<file path="src/rtl/scene_pkg.sv">
// scene_pkg: geometry and colour constants for the playfield.
// The game logic and the renderer both take their geometry from here.
// Holds: block grid (64x16 px, 12x6), tile size, wall/ceiling/paddle/ball
// placement, the per-row block colours and the fixed object colours.
package scene_pkg;

    localparam int unsigned BLOCK_W_PIXEL   = 64;
    localparam int unsigned BLOCK_H_PIXEL   = 16;
    localparam int unsigned TILE_PIXEL      = 8;
    localparam int unsigned BLOCK_COLS      = 12;
    localparam int unsigned BLOCK_ROWS      = 6;
    localparam int unsigned BLOCK_COUNT     = BLOCK_COLS * BLOCK_ROWS;

    localparam int unsigned BLOCK_START_X_PIXEL = 16;
    localparam int unsigned BLOCK_START_Y_PIXEL = 64;
    localparam int unsigned WALL_LEFT_X_PIXEL   = 8;
    localparam int unsigned WALL_RIGHT_X_PIXEL  = 784;
    localparam int unsigned WALL_W_PIXEL        = 8;
    localparam int unsigned CEILING_Y_PIXEL     = 8;
    localparam int unsigned CEILING_H_PIXEL     = 8;
    localparam int unsigned PADDLE_Y_PIXEL      = 560;
    localparam int unsigned PADDLE_H_PIXEL      = 8;
    localparam int unsigned PADDLE_LENGTH_PIXEL = 60;
    localparam int unsigned BALL_SIZE_PIXEL     = 8;

    localparam logic [7:0] COLOUR_BALL   = 8'hFF;
    localparam logic [7:0] COLOUR_PADDLE = 8'h1F;
    localparam logic [7:0] COLOUR_WALL   = 8'h92;
    localparam logic [7:0] COLOUR_BG     = 8'h00;
    localparam logic [7:0] COLOUR_GRID   = 8'h49;

    // Row colours, top row first.
    function automatic logic [7:0] row_colour(input logic [2:0] row);
        logic [7:0] c;
        case (row)
            3'd0:    c = 8'hE0;
            3'd1:    c = 8'hEC;
            3'd2:    c = 8'hFC;
            3'd3:    c = 8'h1C;
            3'd4:    c = 8'h13;
            3'd5:    c = 8'h03;
            default: c = COLOUR_BG;
        endcase
        return c;
    endfunction

endpackage

</file>
<file path="src/rtl/scene_block_lookup.sv">
// scene_block_lookup: combinational block presence and colour lookup.
// Ports:
//   row_i      block row (0..5) from stage 1
//   col_i      block column (0..11) from stage 1
//   in_area_i  pixel lies inside the block grid
//   blocks_i   snapshot block vector, bit = row*12 + col
//   present_o  block at row/col exists (0 outside the grid)
//   colour_o   colour of that block row
module scene_block_lookup
    import scene_pkg::*;
(
    input  logic [2:0]             row_i,
    input  logic [3:0]             col_i,
    input  logic                   in_area_i,
    input  logic [BLOCK_COUNT-1:0] blocks_i,
    output logic                   present_o,
    output logic [7:0]             colour_o
);

    logic [6:0] idx;

    always_comb begin
        idx       = 7'd0;
        present_o = 1'b0;
        // The index is only formed inside the grid, so it stays within 0..71.
        if (in_area_i) begin
            idx       = ({4'd0, row_i} * 7'(BLOCK_COLS)) + {3'd0, col_i};
            present_o = blocks_i[idx];
        end
        colour_o = row_colour(row_i);
    end

endmodule

</file>
<file path="src/rtl/scene_renderer.sv">
// scene_renderer: per-pixel RGB332 generator for the 800x600 playfield.
// Snapshots paddle, ball and block state on FRAME_SYNC, then renders each
// pixel through a 2-stage pipeline (hit tests, then colour priority).
// Ports:
//   CLK, RESET (synchronous, active-high)
//   FRAME_SYNC       one-cycle snapshot strobe (start of vertical blank)
//   PIXEL_X/Y        current pixel coordinate, PIXEL_ACTIVE visible flag
//   PADDLE_X_PIXEL, BALL_X_PIXEL, BALL_Y_PIXEL, BLOCK_STATE  game state
//   RGB              RGB332 colour, 2 cycles after the coordinate
//   RGB_VALID        PIXEL_ACTIVE aligned with RGB
// Build option: define RENDER_DEBUG_GRID_EN to draw a dim 8-px tile grid on
// the background.
module scene_renderer
    import scene_pkg::*;
(
    input  logic                   CLK,
    input  logic                   RESET,
    input  logic                   FRAME_SYNC,
    input  logic [9:0]             PIXEL_X,
    input  logic [9:0]             PIXEL_Y,
    input  logic                   PIXEL_ACTIVE,
    input  logic [9:0]             PADDLE_X_PIXEL,
    input  logic [9:0]             BALL_X_PIXEL,
    input  logic [9:0]             BALL_Y_PIXEL,
    input  logic [BLOCK_COUNT-1:0] BLOCK_STATE,
    output logic [7:0]             RGB,
    output logic                   RGB_VALID
);

    // Frame snapshot
    logic [9:0]             paddle_x_q, ball_x_q, ball_y_q;
    logic [BLOCK_COUNT-1:0] blocks_q;

    always_ff @(posedge CLK) begin
        if (RESET) begin
            paddle_x_q <= '0;
            ball_x_q   <= '0;
            ball_y_q   <= '0;
            blocks_q   <= '0;
        end else if (FRAME_SYNC) begin
            paddle_x_q <= PADDLE_X_PIXEL;
            ball_x_q   <= BALL_X_PIXEL;
            ball_y_q   <= BALL_Y_PIXEL;
            blocks_q   <= BLOCK_STATE;
        end
    end

    // Stage 1: hit tests. All compares are 11 bits wide so object extents
    // near x/y = 1023 do not wrap.
    logic [10:0] x_ext, y_ext, dx, dy;
    logic [10:0] ball_x_ext, ball_y_ext, paddle_x_ext;
    logic        in_area_d, mortar_d, ball_d, paddle_d, wall_d;
    logic        left_d, right_d, ceiling_d;

    always_comb begin
        x_ext        = {1'b0, PIXEL_X};
        y_ext        = {1'b0, PIXEL_Y};
        ball_x_ext   = {1'b0, ball_x_q};
        ball_y_ext   = {1'b0, ball_y_q};
        paddle_x_ext = {1'b0, paddle_x_q};

        // dx/dy are two's complement; bit 10 set means left of / above the grid.
        dx = x_ext - 11'(BLOCK_START_X_PIXEL);
        dy = y_ext - 11'(BLOCK_START_Y_PIXEL);

        in_area_d = !dx[10] && !dy[10]
                    && (dx[9:6] < 4'(BLOCK_COLS))
                    && (dy[9:4] < 6'(BLOCK_ROWS));
        mortar_d  = (dx[5:0] == 6'd0) || (dy[3:0] == 4'd0);

        ball_d = (x_ext >= ball_x_ext) && (x_ext < ball_x_ext + 11'(BALL_SIZE_PIXEL))
              && (y_ext >= ball_y_ext) && (y_ext < ball_y_ext + 11'(BALL_SIZE_PIXEL));

        paddle_d = (x_ext >= paddle_x_ext)
                && (x_ext < paddle_x_ext + 11'(PADDLE_LENGTH_PIXEL))
                && (y_ext >= 11'(PADDLE_Y_PIXEL))
                && (y_ext < 11'(PADDLE_Y_PIXEL + PADDLE_H_PIXEL));

        // Side walls run from the ceiling down to the bottom of the screen.
        left_d  = (x_ext >= 11'(WALL_LEFT_X_PIXEL))
               && (x_ext < 11'(WALL_LEFT_X_PIXEL + WALL_W_PIXEL));
        right_d = (x_ext >= 11'(WALL_RIGHT_X_PIXEL))
               && (x_ext < 11'(WALL_RIGHT_X_PIXEL + WALL_W_PIXEL));
        ceiling_d = (y_ext >= 11'(CEILING_Y_PIXEL))
                 && (y_ext < 11'(CEILING_Y_PIXEL + CEILING_H_PIXEL))
                 && (x_ext >= 11'(WALL_LEFT_X_PIXEL))
                 && (x_ext < 11'(WALL_RIGHT_X_PIXEL + WALL_W_PIXEL));
        wall_d = ceiling_d || ((left_d || right_d) && (y_ext >= 11'(CEILING_Y_PIXEL)));
    end

    logic       s1_active_q, s1_in_area_q, s1_mortar_q;
    logic       s1_ball_q, s1_paddle_q, s1_wall_q;
    logic [2:0] s1_row_q;
    logic [3:0] s1_col_q;
`ifdef RENDER_DEBUG_GRID_EN
    logic       s1_grid_q;
`endif

    always_ff @(posedge CLK) begin
        if (RESET) begin
            s1_active_q  <= 1'b0;
            s1_in_area_q <= 1'b0;
            s1_mortar_q  <= 1'b0;
            s1_ball_q    <= 1'b0;
            s1_paddle_q  <= 1'b0;
            s1_wall_q    <= 1'b0;
            s1_row_q     <= '0;
            s1_col_q     <= '0;
`ifdef RENDER_DEBUG_GRID_EN
            s1_grid_q    <= 1'b0;
`endif
        end else begin
            s1_active_q  <= PIXEL_ACTIVE;
            s1_in_area_q <= in_area_d;
            s1_mortar_q  <= mortar_d;
            s1_ball_q    <= ball_d;
            s1_paddle_q  <= paddle_d;
            s1_wall_q    <= wall_d;
            s1_row_q     <= dy[6:4];
            s1_col_q     <= dx[9:6];
`ifdef RENDER_DEBUG_GRID_EN
            s1_grid_q    <= (PIXEL_X[2:0] == 3'd0) || (PIXEL_Y[2:0] == 3'd0);
`endif
        end
    end

    // Stage 2: block lookup and colour priority.
    logic       block_present;
    logic [7:0] block_colour;

    scene_block_lookup u_block_lookup (
        .row_i     (s1_row_q),
        .col_i     (s1_col_q),
        .in_area_i (s1_in_area_q),
        .blocks_i  (blocks_q),
        .present_o (block_present),
        .colour_o  (block_colour)
    );

    logic [7:0] rgb_d;
    logic [7:0] rgb_q;
    logic       rgb_valid_q;

    always_comb begin
        rgb_d = COLOUR_BG;
        if (!s1_active_q) begin
            rgb_d = COLOUR_BG;
        end else if (s1_ball_q) begin
            rgb_d = COLOUR_BALL;
        end else if (s1_paddle_q) begin
            rgb_d = COLOUR_PADDLE;
        end else if (s1_wall_q) begin
            rgb_d = COLOUR_WALL;
        end else if (block_present && !s1_mortar_q) begin
            rgb_d = block_colour;
`ifdef RENDER_DEBUG_GRID_EN
        end else if (s1_grid_q) begin
            rgb_d = COLOUR_GRID;
`endif
        end
    end

    always_ff @(posedge CLK) begin
        if (RESET) begin
            rgb_q       <= '0;
            rgb_valid_q <= 1'b0;
        end else begin
            rgb_q       <= rgb_d;
            rgb_valid_q <= s1_active_q;
        end
    end

    assign RGB       = rgb_q;
    assign RGB_VALID = rgb_valid_q;

endmodule

</file>
<file path="config.mk">
export PLATFORM = sky130hd
export DESIGN_NAME = scene_renderer
export DESIGN_NICKNAME = d
export VERILOG_FILES = /design/src/rtl/scene_pkg.sv /design/src/rtl/scene_block_lookup.sv /design/src/rtl/scene_renderer.sv
export SDC_FILE = /design/constraint.sdc
export NUM_CORES = 1
export LEC_CHECK = 0
export BUFFER_PORTS_ARGS = -buffer_cell sky130_fd_sc_hd__buf_2
export CORE_ASPECT_RATIO = 1.2
export CORE_UTILIZATION = 35
export CTS_CLUSTER_SIZE = 8
export DETAILED_ROUTE_END_ITERATION = 10
export SLEW_MARGIN = 20
export SYNTH_ARGS = -nofsm -noshare
export SYNTH_HDL_FRONTEND = slang
export SYNTH_SLANG_ARGS = --single-unit
</file>
<file path="constraint.sdc">
create_clock -name CLK -period 2.4 [get_ports CLK]
set_input_delay 0.24 -clock CLK [delete_from_list [all_inputs] [get_ports CLK]]
set_output_delay 0.24 -clock CLK [all_outputs]
set_load 0.03 [all_outputs]
</file>
==> run summary <==
run status: finished, violations left
failing checks: setup timing
pin count of the biggest net entering global routing: 66
crit-path cells: inv_4 -> ha_4 -> inv_2 -> fa_2 -> mux4_2 -> o311ai_2 -> a21oi_1 -> a31oi_1 -> or2_4 -> o21ai_1
cell count after synthesis: 703
Synth area leaders: dfxtp_1 36%, mux2i_1 16%, ha_1 13%, nor2_1 6.6%, mux4_2 4.3%
power per cell area: 657.9 nW/um2
commonest non-fill, non-tap cells in the layout: 132 x buf_2, 119 x dfxtp_1, 119 x nor2_1
Slew Limit Fails: 0
largest family of logic cells by synthesized area: multiplexers
Final Cycle Share: 1.061
pre-CTS WS: -0.2171 ns
clk slew on worst S/H paths: 0.06 ns
path depth of the worst reg2reg path: 10
Synth cell types: 54
vias per inst: 4.742
WS Path Type: flop to flop
r2r endpoint: RGB[4]
Setup crit end: RGB[4]
dpl hpwl: 11.95 mm
Die ar.: 20,030 um2
clk buf depth: 2
final net count: 1,048
R2R Path Start: s1_row_q[1]
Ports: 135
first-pass GRT wire length: 25.16 mm
Yosys reg bits: 122
Setup Skew: 0.007816 ns
measured slew at the worst slew-check pin: 0.6855 ns
Fin. Hold Viols: 0
f_max: 0.3927 GHz
Crit Path Max Fanout: 5
Die H: 154.8 um
Routed WL: 15.70 mm
worst skew pair latency: 0.42 ns
CP Capture Type: flop
ys async rst share: 0
Top FF cell, synth: dfxtp_1
Antenna Nets Post-Route: 0
final worst path period need: 2.547 ns
Syn Nets: 900
setup TNS: -0.7267 ns
core occupancy in the finished layout: 0.4523
Total Routing Usage GR: 0.1629
Worst Path Required: 2.69 ns
layout cell share with drive strength beyond 1: 0.2627
Hold Slack: 0.05342 ns
r2r setup slk: -0.15 ns
CTS tree: built
GRT Residual Overflow: 0
final worst setup slack: -0.1465 ns
Initial DRC Count: 217
Synth top area share: 0.3586
Max-cap violations: 0
area grow syn2layout: 26.12%
core region area: 18,990 um2
Synth Area in Simple Gates: 0.1255
DR WL/cell: 14.02 um
DR pass1 iterations: 4
clock tree root buffer cell: clkbuf_16
Setup crit start kind: flop
clk sinks: 122
Synth Area in Compound Gates: 0.07715
vias in the first global route: 5,240
Hold Crit Start: PADDLE_X_PIXEL[5]
Pleak: 4.001 nW
# rows: 55
ANT cells: 0
Port Buffers: 134
Post-Synth Adder-Cell Area: 0.1326
unrepaired setup endpoints after global routing: true
Post-Synth XOR/XNOR Area: 0.02700
CP Data Arrival Time: 2.83 ns
number of synthesized flops with an enable pin: 0
via count: 5,311
Placer Congestion: 0.7912
hold buffers post-CTS: 0
Post-Syn Area per Cell: 9.689 um2
Die Wd: 129.4 um
Rel. slew slack: 0.5430
peak supply drop: 502.6 uV
area leader, netlist: dfxtp_1
worst stage delay on the critical path: 0.56 ns
CP max stage cell: fa_2
number of H-tree levels: 4
Starting Density: 0.3586
initial antenna violation count: 0
Synth Cell Area: 6812 um2
TritonCTS Buffers: 17
post-synthesis sequential area ratio: 0.3586
most common cell after layout, fill and taps aside: buf_2
Yosys Warn Count: 0
crit path from: s1_row_q[1]
# setup viols final: 6
mux cell area share after synthesis: 0.2272
fillers: 1,854
Hold WC Path Type: primary input to flop
number of remaining DRC errors: 0
logic make-up after synthesis:
family,count (synthesis)
adders and majority gates,71
AOI/OAI and AO/OA,86
muxes,127
xor gates and xnor gates,21
and+or+nand+nor,191
DFF,122
buffers and inverters,85
cell type report:
cell class / instances / area [um2] / share of cell area
multi-input cells: 496 / 4085 / 0.4755
flip-flops and latches: 122 / 2451 / 0.2853
repair buffers: 163 / 947.2 / 0.1103
clock buffers: 17 / 425.4 / 0.04952
well taps: 256 / 320.3 / 0.03729
inverters: 51 / 196.4 / 0.02287
clock inverters: 15 / 165.2 / 0.01923
worst max-delay path, delay by kind of cell (launching register included):
kind,cells,cell delay (ns)
muxes,1,0.32
buffers and inverters,2,0.07
and+or+nand+nor,1,0.20
AOI/OAI and AO/OA,4,0.63
DFF,1,0.37
adders and majority gates,2,0.82
power by group:
group | total, mW | internal [mW] | switching (mW)
clock network | 2.55 | 1.55 | 1.00
logic | 0.893 | 0.453 | 0.440
registers | 2.21 | 2.14 | 0.0699
total | 5.65 | 4.14 | 1.51
per-stage QoR:
| stage | power [mW] | cells | area, um2 |
|---|---|---|---|
| floorplan | 2.816 | 703 | 6825 |
| global placement | 3.117 | 1086 | 7915 |
| detailed placement | 3.135 | 1086 | 7915 |
| CTS | 5.720 | 1120 | 8551 |
| global route | 5.948 | 1120 | 8591 |
| finish | 5.652 | 1120 | 8591 |
state kept, by name, summed over array words and instances, names as in the netlist:
register      flops
s1_ball_q         1
s1_col_q          4
s1_paddle_q       1
s1_mortar_q       1
RGB               6
ball_x_q         10
paddle_x_q       10
s1_in_area_q      1
s1_row_q          3
ball_y_q         10
s1_wall_q         1
s1_active_q       1
blocks_q         72
RGB_VALID         1
worst min-delay path by stage:
stage	slack, ns	cells past startpoint	endpoint
after floorplan	0.31	1	s1_row_q[2]
after global placement	0.46	2	blocks_q[61]
after detailed placement	0.48	2	blocks_q[29]
after CTS	0.04	3	paddle_x_q[5]
after global routing	0.05	3	blocks_q[11]
final	0.05	3	paddle_x_q[5]
Yosys cell counts (2+ instances only):
cell type	instances
a211oi_1	5
a21o_1	3
a21oi_1	29
a31oi_1	4
buf_1	4
buf_2	3
buf_4	2
clkbuf_1	23
dfxtp_1	122
fa_1	2
ha_1	69
inv_1	51
mux2i_1	107
mux4_1	7
mux4_2	13
nand2_1	12
nand2b_1	7
nand3_1	12
nand4_1	3
nor2_1	119
nor2b_1	9
nor3_1	9
nor4_1	4
o211ai_1	5
o21a_1	2
o21ai_0	19
o21ai_1	3
o21bai_1	3
o31ai_1	2
o32ai_1	2
or3_1	5
or4_1	2
xnor2_1	19
xor2_1	2
layer usage:
layer	wire [um]	GRT usage	share of wire	vias to the layer above
li1	-	-	-	2757
met1	7008	0.1949	0.45	2438
met2	7918	0.2842	0.50	94
met4	272	0.06555	0.017	0
met3	499	0.03009	0.032	22
met5	0	0	0	-
repair_timing:
item,CTS,global route
setup endpoints to repair,6,6
resized for setup,6,11
cloned,0,0
setup buffers,2,0
pin swaps,9,8
Power figures use the tool's default switching activity.
